**config.mk**
```make
export PLATFORM = sky130hd
export DESIGN_NAME = vpack_requant_flat
export DESIGN_NICKNAME = d
export VERILOG_FILES = /design/src/rtl/ariane_pkg.sv /design/src/rtl/vpack_requant_if.sv /design/src/rtl/vpack_round_sat.sv /design/src/rtl/vpack_requant.sv /design/src/flat_wrapper.sv
export SDC_FILE = /design/constraint.sdc
export NUM_CORES = 1
export LEC_CHECK = 0
export CORE_MARGIN = 10
export CORE_UTILIZATION = 63
export DETAILED_ROUTE_END_ITERATION = 6
export GPL_ROUTABILITY_DRIVEN = 0
export MAX_ROUTING_LAYER = met4
export PLACE_DENSITY_LB_ADDON = 0.1
export SLEW_MARGIN = 20
export SYNTH_ARGS = -nofsm -noshare
export SYNTH_HDL_FRONTEND = slang
export SYNTH_SLANG_ARGS = --single-unit
```
**constraint.sdc**
```tcl
create_clock -name clk_i -period 17.4 [get_ports clk_i]
set_input_delay 4.35 -clock clk_i [delete_from_list [all_inputs] [get_ports clk_i]]
set_output_delay 4.35 -clock clk_i [all_outputs]
set_load 0.01 [all_outputs]
```
**src/rtl/ariane_pkg.sv**
```systemverilog
// Shared constants and types for the vpack requantize-and-pack engine.
// Widths: int32 accumulator in, four int8 lanes out, 5-bit shift amount.
package ariane_pkg;

  localparam int VPACK_ACC_W    = 32;
  localparam int VPACK_SHIFT_W  = 5;
  localparam int VPACK_ELEM_W   = 8;
  localparam int VPACK_LANES    = 4;
  localparam int VPACK_ELEM_MAX = 127;
  localparam int VPACK_ELEM_MIN = -128;

  typedef enum logic {
    COLLECT = 1'b0,
    OUTPUT  = 1'b1
  } vpack_state_e;

endpackage

```
**src/rtl/vpack_requant_if.sv**
```systemverilog
// Handshake bundle of vpack_requant: accumulator input stream and packed word output.
// The relu field exists only when VPACK_RELU_EN is defined.
interface vpack_requant_if;
  import ariane_pkg::*;

  logic                                  in_valid;
  logic                                  in_ready;
  logic signed [VPACK_ACC_W-1:0]         acc;
  logic        [VPACK_SHIFT_W-1:0]       shift;
`ifdef VPACK_RELU_EN
  logic                                  relu;
`endif
  logic                                  out_valid;
  logic                                  out_ready;
  logic [VPACK_LANES*VPACK_ELEM_W-1:0]   result;
  logic                                  sat;

  modport master (
`ifdef VPACK_RELU_EN
    output relu,
`endif
    output in_valid, acc, shift, out_ready,
    input  in_ready, out_valid, result, sat
  );

  modport slave (
`ifdef VPACK_RELU_EN
    input  relu,
`endif
    input  in_valid, acc, shift, out_ready,
    output in_ready, out_valid, result, sat
  );

endinterface

```
**src/rtl/vpack_round_sat.sv**
```systemverilog
// One element: rounding arithmetic right shift (half toward +inf), optional ReLU, clamp to int8.
// Optional ReLU port is present only when VPACK_RELU_EN is defined.
module vpack_round_sat
  import ariane_pkg::*;
(
  input  logic signed [VPACK_ACC_W-1:0]   acc_i,
  input  logic        [VPACK_SHIFT_W-1:0] shift_i,
`ifdef VPACK_RELU_EN
  input  logic                            relu_i,
`endif
  output logic        [VPACK_ELEM_W-1:0]  elem_o,
  output logic                            sat_o
);

  // One guard bit so acc + bias can never wrap.
  localparam int W = VPACK_ACC_W + 1;
  localparam logic signed [W-1:0] MAX_W = W'(VPACK_ELEM_MAX);
  localparam logic signed [W-1:0] MIN_W = W'(VPACK_ELEM_MIN);

  logic signed [W-1:0] ext;
  logic signed [W-1:0] bias;
  logic signed [W-1:0] r;

  always_comb begin
    // NOTE: every variable gets a default first, so no branch can infer a latch.
    elem_o = '0;
    sat_o  = 1'b0;
    bias   = '0;
    ext    = {acc_i[VPACK_ACC_W-1], acc_i};
    if (shift_i != '0) begin
      bias = W'(1) << (shift_i - VPACK_SHIFT_W'(1));
    end
    r = (ext + bias) >>> shift_i;
`ifdef VPACK_RELU_EN
    if (relu_i && r[W-1]) begin
      r = '0;
    end
`endif
    if (r > MAX_W) begin
      elem_o = MAX_W[VPACK_ELEM_W-1:0];
      sat_o  = 1'b1;
    end else if (r < MIN_W) begin
      elem_o = MIN_W[VPACK_ELEM_W-1:0];
      sat_o  = 1'b1;
    end else begin
      elem_o = r[VPACK_ELEM_W-1:0];
    end
  end

endmodule

```
**src/rtl/vpack_requant.sv**
```systemverilog
// Requantize-and-pack engine: collects four requantized int8 lanes into one 32-bit word.
// Build option VPACK_RELU_EN adds a per-element ReLU clamp that does not flag saturation.
module vpack_requant
  import ariane_pkg::*;
(
  input  logic             clk_i,
  input  logic             rst_ni,
  input  logic             flush_i,
  vpack_requant_if.slave   bus
);

  logic [VPACK_ELEM_W-1:0]                  lane_d;
  logic                                     lane_sat_d;
  vpack_state_e                             state_q;
  logic [1:0]                               cnt_q;
  logic [VPACK_LANES-1:0][VPACK_ELEM_W-1:0] lanes_q;
  logic                                     sat_q;

  vpack_round_sat u_round_sat (
    .acc_i   (bus.acc),
    .shift_i (bus.shift),
`ifdef VPACK_RELU_EN
    .relu_i  (bus.relu),
`endif
    .elem_o  (lane_d),
    .sat_o   (lane_sat_d)
  );

  // Handshake outputs decode only the state register: no path from out_ready to in_ready.
  assign bus.in_ready  = (state_q == COLLECT);
  assign bus.out_valid = (state_q == OUTPUT);
  assign bus.result    = lanes_q;
  assign bus.sat       = sat_q;

  always_ff @(posedge clk_i) begin
    if (!rst_ni) begin
      // NOTE: the lane registers are reset too, since result_o must read zero out of reset.
      state_q <= COLLECT;
      cnt_q   <= '0;
      lanes_q <= '0;
      sat_q   <= 1'b0;
    end else if (flush_i) begin
      state_q <= COLLECT;
      cnt_q   <= '0;
      sat_q   <= 1'b0;
    end else begin
      case (state_q)
        COLLECT: begin
          if (bus.in_valid) begin
            lanes_q[cnt_q] <= lane_d;
            sat_q          <= sat_q | lane_sat_d;
            cnt_q          <= cnt_q + 2'd1;
            if (cnt_q == 2'(VPACK_LANES - 1)) begin
              state_q <= OUTPUT;
            end
          end
        end
        OUTPUT: begin
          if (bus.out_ready) begin
            state_q <= COLLECT;
            cnt_q   <= '0;
            lanes_q <= '0;
            sat_q   <= 1'b0;
          end
        end
        default: state_q <= COLLECT;
      endcase
    end
  end

endmodule

```
**src/flat_wrapper.sv**
```systemverilog
// flat-port wrapper written by rule: the top's interface ports become plain ports
module vpack_requant_flat import ariane_pkg::*;
  (clk_i, rst_ni, flush_i, bus_in_valid, bus_acc, bus_shift, bus_out_ready, bus_in_ready, bus_out_valid, bus_result, bus_sat);
  vpack_requant_if bus_i ();
  input  logic clk_i;
  input  logic rst_ni;
  input  logic flush_i;
  input wire logic [$bits(bus_i.in_valid)-1:0] bus_in_valid;
  input wire logic [$bits(bus_i.acc)-1:0] bus_acc;
  input wire logic [$bits(bus_i.shift)-1:0] bus_shift;
  input wire logic [$bits(bus_i.out_ready)-1:0] bus_out_ready;
  output wire logic [$bits(bus_i.in_ready)-1:0] bus_in_ready;
  output wire logic [$bits(bus_i.out_valid)-1:0] bus_out_valid;
  output wire logic [$bits(bus_i.result)-1:0] bus_result;
  output wire logic [$bits(bus_i.sat)-1:0] bus_sat;
  assign bus_i.in_valid = bus_in_valid;
  assign bus_i.acc = bus_acc;
  assign bus_i.shift = bus_shift;
  assign bus_i.out_ready = bus_out_ready;
  assign bus_in_ready = bus_i.in_ready;
  assign bus_out_valid = bus_i.out_valid;
  assign bus_result = bus_i.result;
  assign bus_sat = bus_i.sat;
  vpack_requant u_core (.clk_i(clk_i), .rst_ni(rst_ni), .flush_i(flush_i), .bus(bus_i));
endmodule
```
==> metrics, run 1 <==
initial antenna violation count 0; CP endpoint kind register; remaining global-route overflow 0; hold slack final 0.447 ns; Core Footprint 0.0115 mm2; Primary FF master, synth dfxtp_1; P&R area growth vs syn 11.4%; CP most frequent cell buf_4; num ports 77; cell area after synthesis 0.00745 mm2; CTS tree yes; fin. max-slew vios 0; first-pass GRT wire length 43.3 mm; CTS Hold Bufs 0; worst hold path class reg2reg; WL final 27.7 mm; Hold Vio Cnt, Final 0; Yosys top cell by area dfxtp_1; setup TNS 0 ns; Post-Syn Instances 1,080; routing usage on met1 0.386; Num CTS Buffers 5; root buffer cell clkbuf_16; startpoint class of the critical path input port; Max FO, Critical Path 32; Max-slew headroom 0.361; total of warnings raised by yosys 0; Worst Path Buf+Inv 5; IO Port Bufs 76; Worst-path clk slew 0.06 ns; synthesized flop and latch total 36; Synth cell types 101; EDFF count, synth 0; clk sinks 36; Resized cells post-CTS 0; Worst Tran Pin Value 0.955 ns; PwrDens 46.0 mW/mm2; worst path cell trace clkdlybuf4s50_1, buf_4, clkinv_1, buf_4, nand2_1, nor2_1, ha_1, a21oi_2, o21a_1, o211a_1, a21oi_1, buf_4, mux2_2, nor2_1, o21ai_0, nor3_1, o221ai_1, or4_4, nor4b_4, a31oi_4, nor4_2, a22o_1; Clk Latency, worst-skew pair 0.28 ns; Mean Syn Cell Area 6.90 um2; Pleak 3.18 nW; delay-heaviest family, CP simple AND/OR/NAND/NOR gates; CP peak stage delay 0.67 ns; Longest Clk Path Bufs 2; Final min period 11.66 ns; Slowest-stage cell, CP nor2_1; largest net degree at the start of global routing 58; Worst EP arrival 11.89 ns; initial DRC count 1,609; antenna viol nets, final 0; Initial Utilization 0.647; non-filler cells, final 1,247; drt pass-1 iters 7; DRC violations left 22; Via density 7.47; Tcrit/Tclk final 0.670; height of the die 129 um; Max IR drop VDD 0.0332 mV; max_cap viols 0; top cells by area, synth dfxtp_1, nand2_1, nor2_1, ha_1, a21oi_1; grt met2 use 0.492; share of layout cells above drive strength 1 0.0915; worst path required time 17.63 ns; Async S/R FF share, synth 0; vias in the first global route 8,406; All-Layer GR Usage 0.324; drt wl/cell 22.3 um; outcome complete, but fails checks; placed inst area 0.00814 mm2; Worst Clk Skew 0.00574 ns; Max Fclk 85.8 MHz; DIE WIDTH 129 um; Post-Place Cells 1,239; Synthesized Nets 1,159; n_diodes 0; htree depth 2; most used routing layer met2; Final nets 1,182; num rows 39; Design Area, Final 0.00830 mm2; die area 0.0166 mm2; sequential area share after synthesis 0.0968; via count 9,318; RSZ-0062 raised after global routing false; area share of the largest cell type after synthesis 0.0968; failing checks design-rule violations; Setup CP Type in2reg; GR Layer Usage met3 0.0739; Setup Fix Bufs, Post-CTS 0; Final setup viols 0; DP HPWL 21.1 mm
==> sequential cells by signal, indices dropped and copies added (netlist names) <==
register and cells:
u_core.bus.result 32, u_core.bus.out_valid 1, u_core.cnt_q 2, u_core.bus.sat 1
==> worst reg2reg max path: stages (launching register included) <==
cell,delay (ns)
dfxtp_1,0.38
inv_1,0.12
nand2_1,0.20
nor2_1,0.79
nand3b_4,0.19
o21ai_1,0.19
==> stage by stage <==
stage | power, mW | utilization | setup WS (ns)
final | 0.382 | 0.721 | 5.74
after floorplan | 0.220 | - | 7.53
after detailed placement | 0.272 | 0.706 | 5.88
after global routing | 0.396 | 0.721 | 5.52
after CTS | 0.373 | 0.721 | 6.11
after global placement | 0.270 | 0.706 | 5.97
==> cell usage in the layout, fill, tap and decap left out, drive strengths merged, types with 8 or more instances in the layout <==
cell type,synthesis,final
a31oi,17,17
o21ai,80,80
o2111ai,8,8
nand3,30,30
o21a,10,10
a211o,8,8
xnor2,10,10
nor3,34,34
o211a,9,9
and2,15,15
ha,36,36
mux2i,23,23
mux2,12,12
or3,12,12
o31ai,8,8
a211oi,18,18
nor2,126,126
o211ai,22,22
a22o,9,9
a21oi,81,81
nand4,22,22
nor4,20,20
o221ai,8,8
a22oi,17,17
dfxtp,36,36
a221oi,11,11
or4,9,9
buf,38,15
nand2,139,139
a21o,15,15
clkdlybuf4s50,0,74
nor2b,11,11
nand2b,9,9
or2,11,11
inv,26,26
==> where the power goes <==
group	internal [mW]	switching [mW]
clock network	0.0674	0.0345
registers	0.0846	0.00130
logic	0.0717	0.123
==> Yosys cell counts, drive strengths merged, types with 23 or more instances <==
cell type  instances
a21oi             81
clkbuf            35
buf               38
inv               26
o21ai             80
nand2            139
mux2i             23
nor2             126
nand3             30
ha                36
nor3              34
dfxtp             36
==> cell type report <==
cell class | count | area, um2
multi-input combinational | 944 | 6290
fill | 969 | 3220
timing repair buffer | 89 | 848
sequential | 36 | 721
tap | 143 | 179
clock buffer | 6 | 129
inverter | 27 | 101
clock inverter | 2 | 35.0
==> cells by family (layout without fill, tap and decap cells) <==
logic type | Yosys count | count (layout) | share of synthesized area
simple gates | 464 | 464 | 0.317
buf+inv | 100 | 124 | 0.0591
compound gates | 386 | 386 | 0.380
mux | 40 | 40 | 0.0642
other cells | 1 | 1 | 0.000504
xor+xnor | 16 | 16 | 0.0188
fa+ha+maj | 37 | 37 | 0.0632
flops | 36 | 36 | 0.0968
==> per-layer routing <==
layer | part of all wire | vias up
met2 | 0.43 | 866
met1 | 0.36 | 4076
met3 | 0.15 | 188
met4 | 0.065 | 0
li1 | - | 4188
met5 | 0 | -
==> final timing paths <==
kind	startpoint	end	slack, ns	cells after the start
setup / recovery	bus_shift[1]	u_core.bus.result[5]$_SDFFE_PN0P_	5.74	22
hold / removal	u_core.bus.result[1]$_SDFFE_PN0P_	u_core.bus.result[1]$_SDFFE_PN0P_	0.45	2
setup reg to reg	u_core.bus.out_valid$_SDFF_PP0_	u_core.bus.result[27]$_SDFFE_PN0P_	15.45	5
hold reg to reg	u_core.bus.result[1]$_SDFFE_PN0P_	u_core.bus.result[1]$_SDFFE_PN0P_	0.45	2
Note: power is estimated with default switching activity, not from simulation.
==> inputs of run 2 (changes only) <==
- CORE_UTILIZATION: 63 -> 54
- clock period: 17.4 -> 9.93 ns (I/O delays scaled with it)
==> run 2 against run 1 <==
Critical path type unchanged. Utilization decreased by 9.4 points. The flow now finishes without violations. Sequential power increased by 75%. Largest cell class unchanged. Sequential cell count stayed put. Sequential share of layout area fell by 0.10 points. Clock power is 72% higher. First-iteration DRC count is 18% lower. Combinational power rose by 77%.
==> metrics, run 2 (synthesis gave the netlist of run 1 again) <==
drt wl/cell 22.1 um (was 22.3 um); fill cell count 1,260 (was 969); Final min period 8.84 ns; Initial Utilization 0.556 (was 0.647); initial DRC count 1,316 (was 1,609); initial antenna violation count 0 (unchanged); Worst-path clk slew 0.05 ns (was 0.06 ns); All-Layer GR Usage 0.297 (was 0.324); max reg flops 32 (unchanged); Post-Route Utilization 0.627 (was 0.721); CTS Hold Bufs 0 (unchanged); CTS tree yes (unchanged); root buffer cell clkbuf_16 (unchanged); worst hold path class reg2reg (unchanged); Max-slew headroom 0.384 (was 0.361); PwrDens 79.6 mW/mm2 (was 46.0 mW/mm2); vias in the first global route 8,101 (was 8,406); remaining global-route overflow 0 (unchanged); Max Fclk 113 MHz; Pleak 3.22 nW (was 3.18 nW); IO Port Bufs 76 (unchanged); placed inst area 0.00824 mm2 (was 0.00814 mm2); Worst Clk Skew 0.00385 ns (was 0.00574 ns); Num CTS Buffers 5 (unchanged); RSZ-0062 raised after global routing false (unchanged); Slowest-stage cell, CP a21oi_1 (was nor2_1); Design Area, Final 0.00840 mm2 (was 0.00830 mm2); Final setup viols 0 (unchanged); commonest non-fill, non-tap cell in the layout nand2_1 (unchanged); CP most frequent cell nor2_1 (was buf_4); CP endpoint kind register (unchanged); Setup Fix Bufs, Post-CTS 0 (unchanged); share of layout cells above drive strength 1 0.0980 (was 0.0915); DIE WIDTH 137 um (was 129 um); first-pass GRT wire length 44.4 mm (was 43.3 mm); drt pass-1 iters 6 (was 7); clk sinks 36 (unchanged); DRC violations left 0 (was 22); n_diodes 0 (unchanged); height of the die 137 um (was 129 um); die area 0.0189 mm2 (was 0.0166 mm2); largest net degree at the start of global routing 34 (was 58); Final nets 1,190 (was 1,182); fin. max-slew vios 0 (unchanged); DP HPWL 22.0 mm (was 21.1 mm); Setup CP Type in2reg (unchanged); startpoint class of the critical path input port (unchanged); P&R area growth vs syn 12.8% (was 11.4%); worst path cell trace clkdlybuf4s50_1, nor2_1, nand2_1, nor2_1, ha_1, inv_1, fa_1, nand2b_1, a21oi_2, o21ai_2, a21oi_1, mux2_2, or2_1, nor2_1, and4b_1, a221o_1, or4_4, nor4b_4, a31oi_4, nor4_2, a22o_1 (was clkdlybuf4s50_1, buf_4, clkinv_1, buf_4, nand2_1, nor2_1, ha_1, a21oi_2, o21a_1, o211a_1, a21oi_1, buf_4, mux2_2, nor2_1, o21ai_0, nor3_1, o221ai_1, or4_4, nor4b_4, a31oi_4, nor4_2, a22o_1); Hold Vio Cnt, Final 0 (unchanged); max_cap viols 0 (unchanged); Longest Clk Path Bufs 2 (unchanged); Via density 7.15 (was 7.47); Clk Latency, worst-skew pair 0.28 ns (about the same); via count 9,205 (was 9,318); worst path required time 10.15 ns (was 17.63 ns); Max FO, Critical Path 9 (was 32); setup TNS 0 ns (unchanged); htree depth 2 (unchanged); Max IR drop VDD 0.0715 mV (was 0.0332 mV); Resized cells post-CTS 0 (unchanged); Worst Tran Pin Value 0.924 ns (was 0.955 ns); num rows 42 (was 39); outcome completed (was complete, but fails checks); Tcrit/Tclk final 0.890; antenna viol nets, final 0 (unchanged); CP peak stage delay 0.63 ns (was 0.67 ns); highest-count cells in the layout ignoring fill and taps nand2_1, nor2_1, clkdlybuf4s50_1 (unchanged); num ports 77 (unchanged); WL final 28.5 mm (was 27.7 mm); Worst EP arrival 9.06 ns (was 11.89 ns); Core Footprint 0.0134 mm2 (was 0.0115 mm2)
[run 2: critical path, delay by kind of cell]
family                     cells  cell delay (ns)
AOI/OAI and AO/OA              6             1.77
adders and majority gates      2             0.56
buffers and inverters          2             0.58
muxes                          1             0.45
and+or+nand+nor               10             3.20
[run 2: path summary, 6_finish.rpt]
kind,from,endpoint,slack [ns],cells past startpoint
worst max-delay path,bus_shift[3],u_core.bus.result[12]$_SDFFE_PN0P_,1.09,21
worst min-delay path,u_core.bus.sat$_SDFFE_PP0P_,u_core.bus.sat$_SDFFE_PP0P_,0.43,2
worst min register to register,u_core.bus.sat$_SDFFE_PP0P_,u_core.bus.sat$_SDFFE_PP0P_,0.43,2
worst max register to register,u_core.bus.out_valid$_SDFF_PP0_,u_core.bus.result[0]$_SDFFE_PN0P_,8.05,5
[run 2: metrics by stage]
stage                     cells  worst slack, ns  hold WS [ns]  total power [mW]
after floorplan            1080             1.92         0.463             0.386
after global placement     1280             1.03         0.425             0.481
after detailed placement   1280            0.977         0.432             0.481
after CTS                  1288             1.25         0.439             0.654
after global routing       1288            0.774         0.455             0.698
final                      1288             1.09         0.434             0.669
[run 2: final cells by class]
class | count | area [um2] | area share
Clock inverter | 2 | 35.0 | 0.00417
Timing Repair Buffer | 97 | 908 | 0.108
Multi-Input combinational cell | 944 | 6290 | 0.748
Tap cell | 176 | 220 | 0.0262
Clock buffer | 6 | 129 | 0.0153
Sequential cell | 36 | 721 | 0.0858
Inverter | 27 | 101 | 0.0121
[run 2: where the power goes]
group	total (mW)	switching (mW)	internal, mW	leakage (nW)
registers	0.150	0.00222	0.148	0.291
clock network	0.175	0.0567	0.118	0.0808
logic	0.344	0.216	0.128	2.84
[run 2: per-layer routing]
metal / vias to the layer above / GRT usage / routed length (um)
li1: 4196 / - / -
met1: 4156 / 0.381 / 11100
met2: 707 / 0.433 / 12000
met3: 146 / 0.0615 / 3870
met4: 0 / 0.145 / 1590
met5: - / - / 0
==> inputs of run 3 (changes only) <==
- GPL_ROUTABILITY_DRIVEN: 0 -> default
==> run 3 against run 2 <==
Die area unchanged. Sequential cell count unchanged. Cell count increased by 0.31%. Fmax decreased by 0.45%.
==> metrics, run 3 (synthesis gave the netlist of run 1 again) <==
max_cap viols 0 (unchanged); htree depth 2 (unchanged); via count 9,077 (was 9,205); largest net degree at the start of global routing 34 (unchanged); first-pass GRT wire length 46.5 mm (was 44.4 mm); total power 676 uW (was 669 uW); Worst Tran Pin Value 0.888 ns (was 0.924 ns); Seq pwr share 0.222 (was 0.225); initial DRC count 1,120 (was 1,316); Num CTS Buffers 5 (unchanged); HP Start u_core.bus.sat$_SDFFE_PP0P_ (unchanged); fin. max-slew vios 0 (unchanged); initial antenna violation count 0 (unchanged); max reg flops 32 (unchanged); Final min period 8.88 ns (was 8.84 ns); CP endpoint kind register (unchanged); WL final 30.3 mm (was 28.5 mm); hold slack final 0.435 ns (was 0.434 ns); n_diodes 0 (unchanged); cell-internal power 395 uW (was 394 uW); PwrDens 80.2 mW/mm2 (was 79.6 mW/mm2); height of the die 137 um (unchanged); share of layout cells above drive strength 1 0.102 (was 0.0980); Setup CP Type in2reg (unchanged); setup TNS 0 ns (unchanged); Endpoint, Worst Hold u_core.bus.sat$_SDFFE_PP0P_ (unchanged); All-Layer GR Usage 0.317 (was 0.297); Sequential Area 721 um2 (unchanged); Max Fclk 113 MHz (about the same); worst r2r src u_core.bus.out_valid$_SDFF_PP0_ (unchanged); drt pass-1 iters 5 (was 6); outcome completed (unchanged); Worst-path clk slew 0.06 ns (was 0.05 ns); highest-count cells in the layout ignoring fill and taps nand2_1, nor2_1, clkdlybuf4s50_1 (unchanged); worst path required time 10.16 ns (was 10.15 ns); startpoint class of the critical path input port (unchanged); CTS Hold Bufs 0 (unchanged); drt wl/cell 23.4 um (was 22.1 um); IO Port Bufs 76 (unchanged); num rows 42 (unchanged); fill cell count 1,277 (was 1,260); Final GP Congestion 1.11; antenna viol nets, final 0 (unchanged); Worst EP arrival 9.10 ns (was 9.06 ns); Worst Clk Skew 0.00726 ns (was 0.00385 ns); Setup Fix Bufs, Post-CTS 0 (unchanged); DP HPWL 24.1 mm (was 22.0 mm); commonest non-fill, non-tap cell in the layout nand2_1 (unchanged); P&R area growth vs syn 13.3% (was 12.8%); Max-slew headroom 0.406 (was 0.384); DIE WIDTH 137 um (unchanged); area of the multi-input gates 0.00629 mm2 (unchanged); CTS tree yes (unchanged); clk sinks 36 (unchanged); Core Footprint 0.0134 mm2 (unchanged); Hold Vio Cnt, Final 0 (unchanged); Tcrit/Tclk final 0.894 (was 0.890); root buffer cell clkbuf_16 (unchanged); Max IR drop VDD 0.0713 mV (was 0.0715 mV); RSZ-0062 raised after global routing false (unchanged); Min-Delay Path Depth 2 (unchanged); clock network fraction of design power 0.262 (was 0.261); vias in the first global route 8,382 (was 8,101); Via density 7.03 (was 7.15); Final nets 1,194 (was 1,190); Initial Utilization 0.556 (unchanged); FF-to-FF End u_core.bus.result[3]$_SDFFE_PN0P_ (was u_core.bus.result[0]$_SDFFE_PN0P_); sw frac 0.416 (was 0.411); Logic pwr share 0.515 (was 0.514); Reg2Reg Depth 5 (unchanged); NetSw 282 uW (was 275 uW); Clk Latency, worst-skew pair 0.28 ns (about the same); worst hold path class reg2reg (unchanged); Resized cells post-CTS 0 (unchanged); reg-to-reg slack, setup 8.03 ns (was 8.05 ns); die area 0.0189 mm2 (unchanged); Max FO, Critical Path 14 (was 9); Post-Route Utilization 0.629 (was 0.627); DRC violations left 0 (unchanged); Longest Clk Path Bufs 2 (unchanged); Pleak 3.23 nW (was 3.22 nW); remaining global-route overflow 0 (unchanged); num ports 77 (unchanged); Final setup viols 0 (unchanged)
## run 3: cell count changes in the layout (fill, tap and decap cells not counted)
cell | previous run | this run
buf_4 | 21 | 25
clkbuf_1 | 1 | 0
clkinvlp_4 | 0 | 1
## run 3: final cells by class
class,instances,area share
Multi-Input combinational cell,944,0.745
Timing Repair Buffer,101,0.111
Sequential cell,36,0.0854
Tap cell,176,0.0261
Clock buffer,5,0.0148
Inverter,27,0.0120
Clock inverter,3,0.00504
## run 3: worst max-delay path, cell delays in order
cell and delay, ns:
clkdlybuf4s50_1 0.52, inv_1 0.41, nand2_1 0.33, nor3_1 0.36
ha_1 0.35, nand2_1 0.19, a21oi_1 0.27, o21ai_2 0.16
a21oi_1 0.61, mux2_2 0.46, or2_1 0.39, nor2_1 0.36
and4b_1 0.27, a221o_1 0.34, or4_4 0.50, nor4b_4 0.37
a31oi_4 0.21, nor4_2 0.29, a22o_1 0.20
## run 3: worst max-delay path by stage
stage	startpoint	endpoint
floorplan	bus_shift[2]	u_core.bus.result[12]$_SDFFE_PN0P_
global placement	bus_shift[4]	u_core.bus.result[5]$_SDFFE_PN0P_
detailed placement	bus_shift[4]	u_core.bus.result[4]$_SDFFE_PN0P_
CTS	bus_shift[4]	u_core.bus.result[5]$_SDFFE_PN0P_
global route	bus_shift[4]	u_core.bus.result[14]$_SDFFE_PN0P_
finish	bus_shift[4]	u_core.bus.result[5]$_SDFFE_PN0P_
## run 3: power groups by stage
stage                     Clock (mW)  Combinational, mW  Sequential (mW)
after floorplan                    0              0.231            0.155
after global placement             0              0.335            0.153
after detailed placement           0              0.335            0.153
after CTS                      0.178              0.337            0.150
after global routing           0.183              0.370            0.151
final                          0.177              0.348            0.150
## run 3: stage by stage
stage / worst slack, ns / area, um2 / cells
3_5_place_dp: 0.841 / 8270 / 1284
6_report: 1.05 / 8430 / 1292
4_1_cts: 1.10 / 8430 / 1292
3_3_place_gp: 0.958 / 8270 / 1284
5_1_grt: 0.666 / 8430 / 1292
2_1_floorplan: 1.92 / 7450 / 1080
## run 3: per-layer routing
metal  routed length (um)  track usage  vias up
met4                 1830        0.181        0
met3                 3280       0.0470      126
met2                13200        0.480      592
li1                     -            -     4191
met1                12000        0.394     4168
met5                    0            -        -
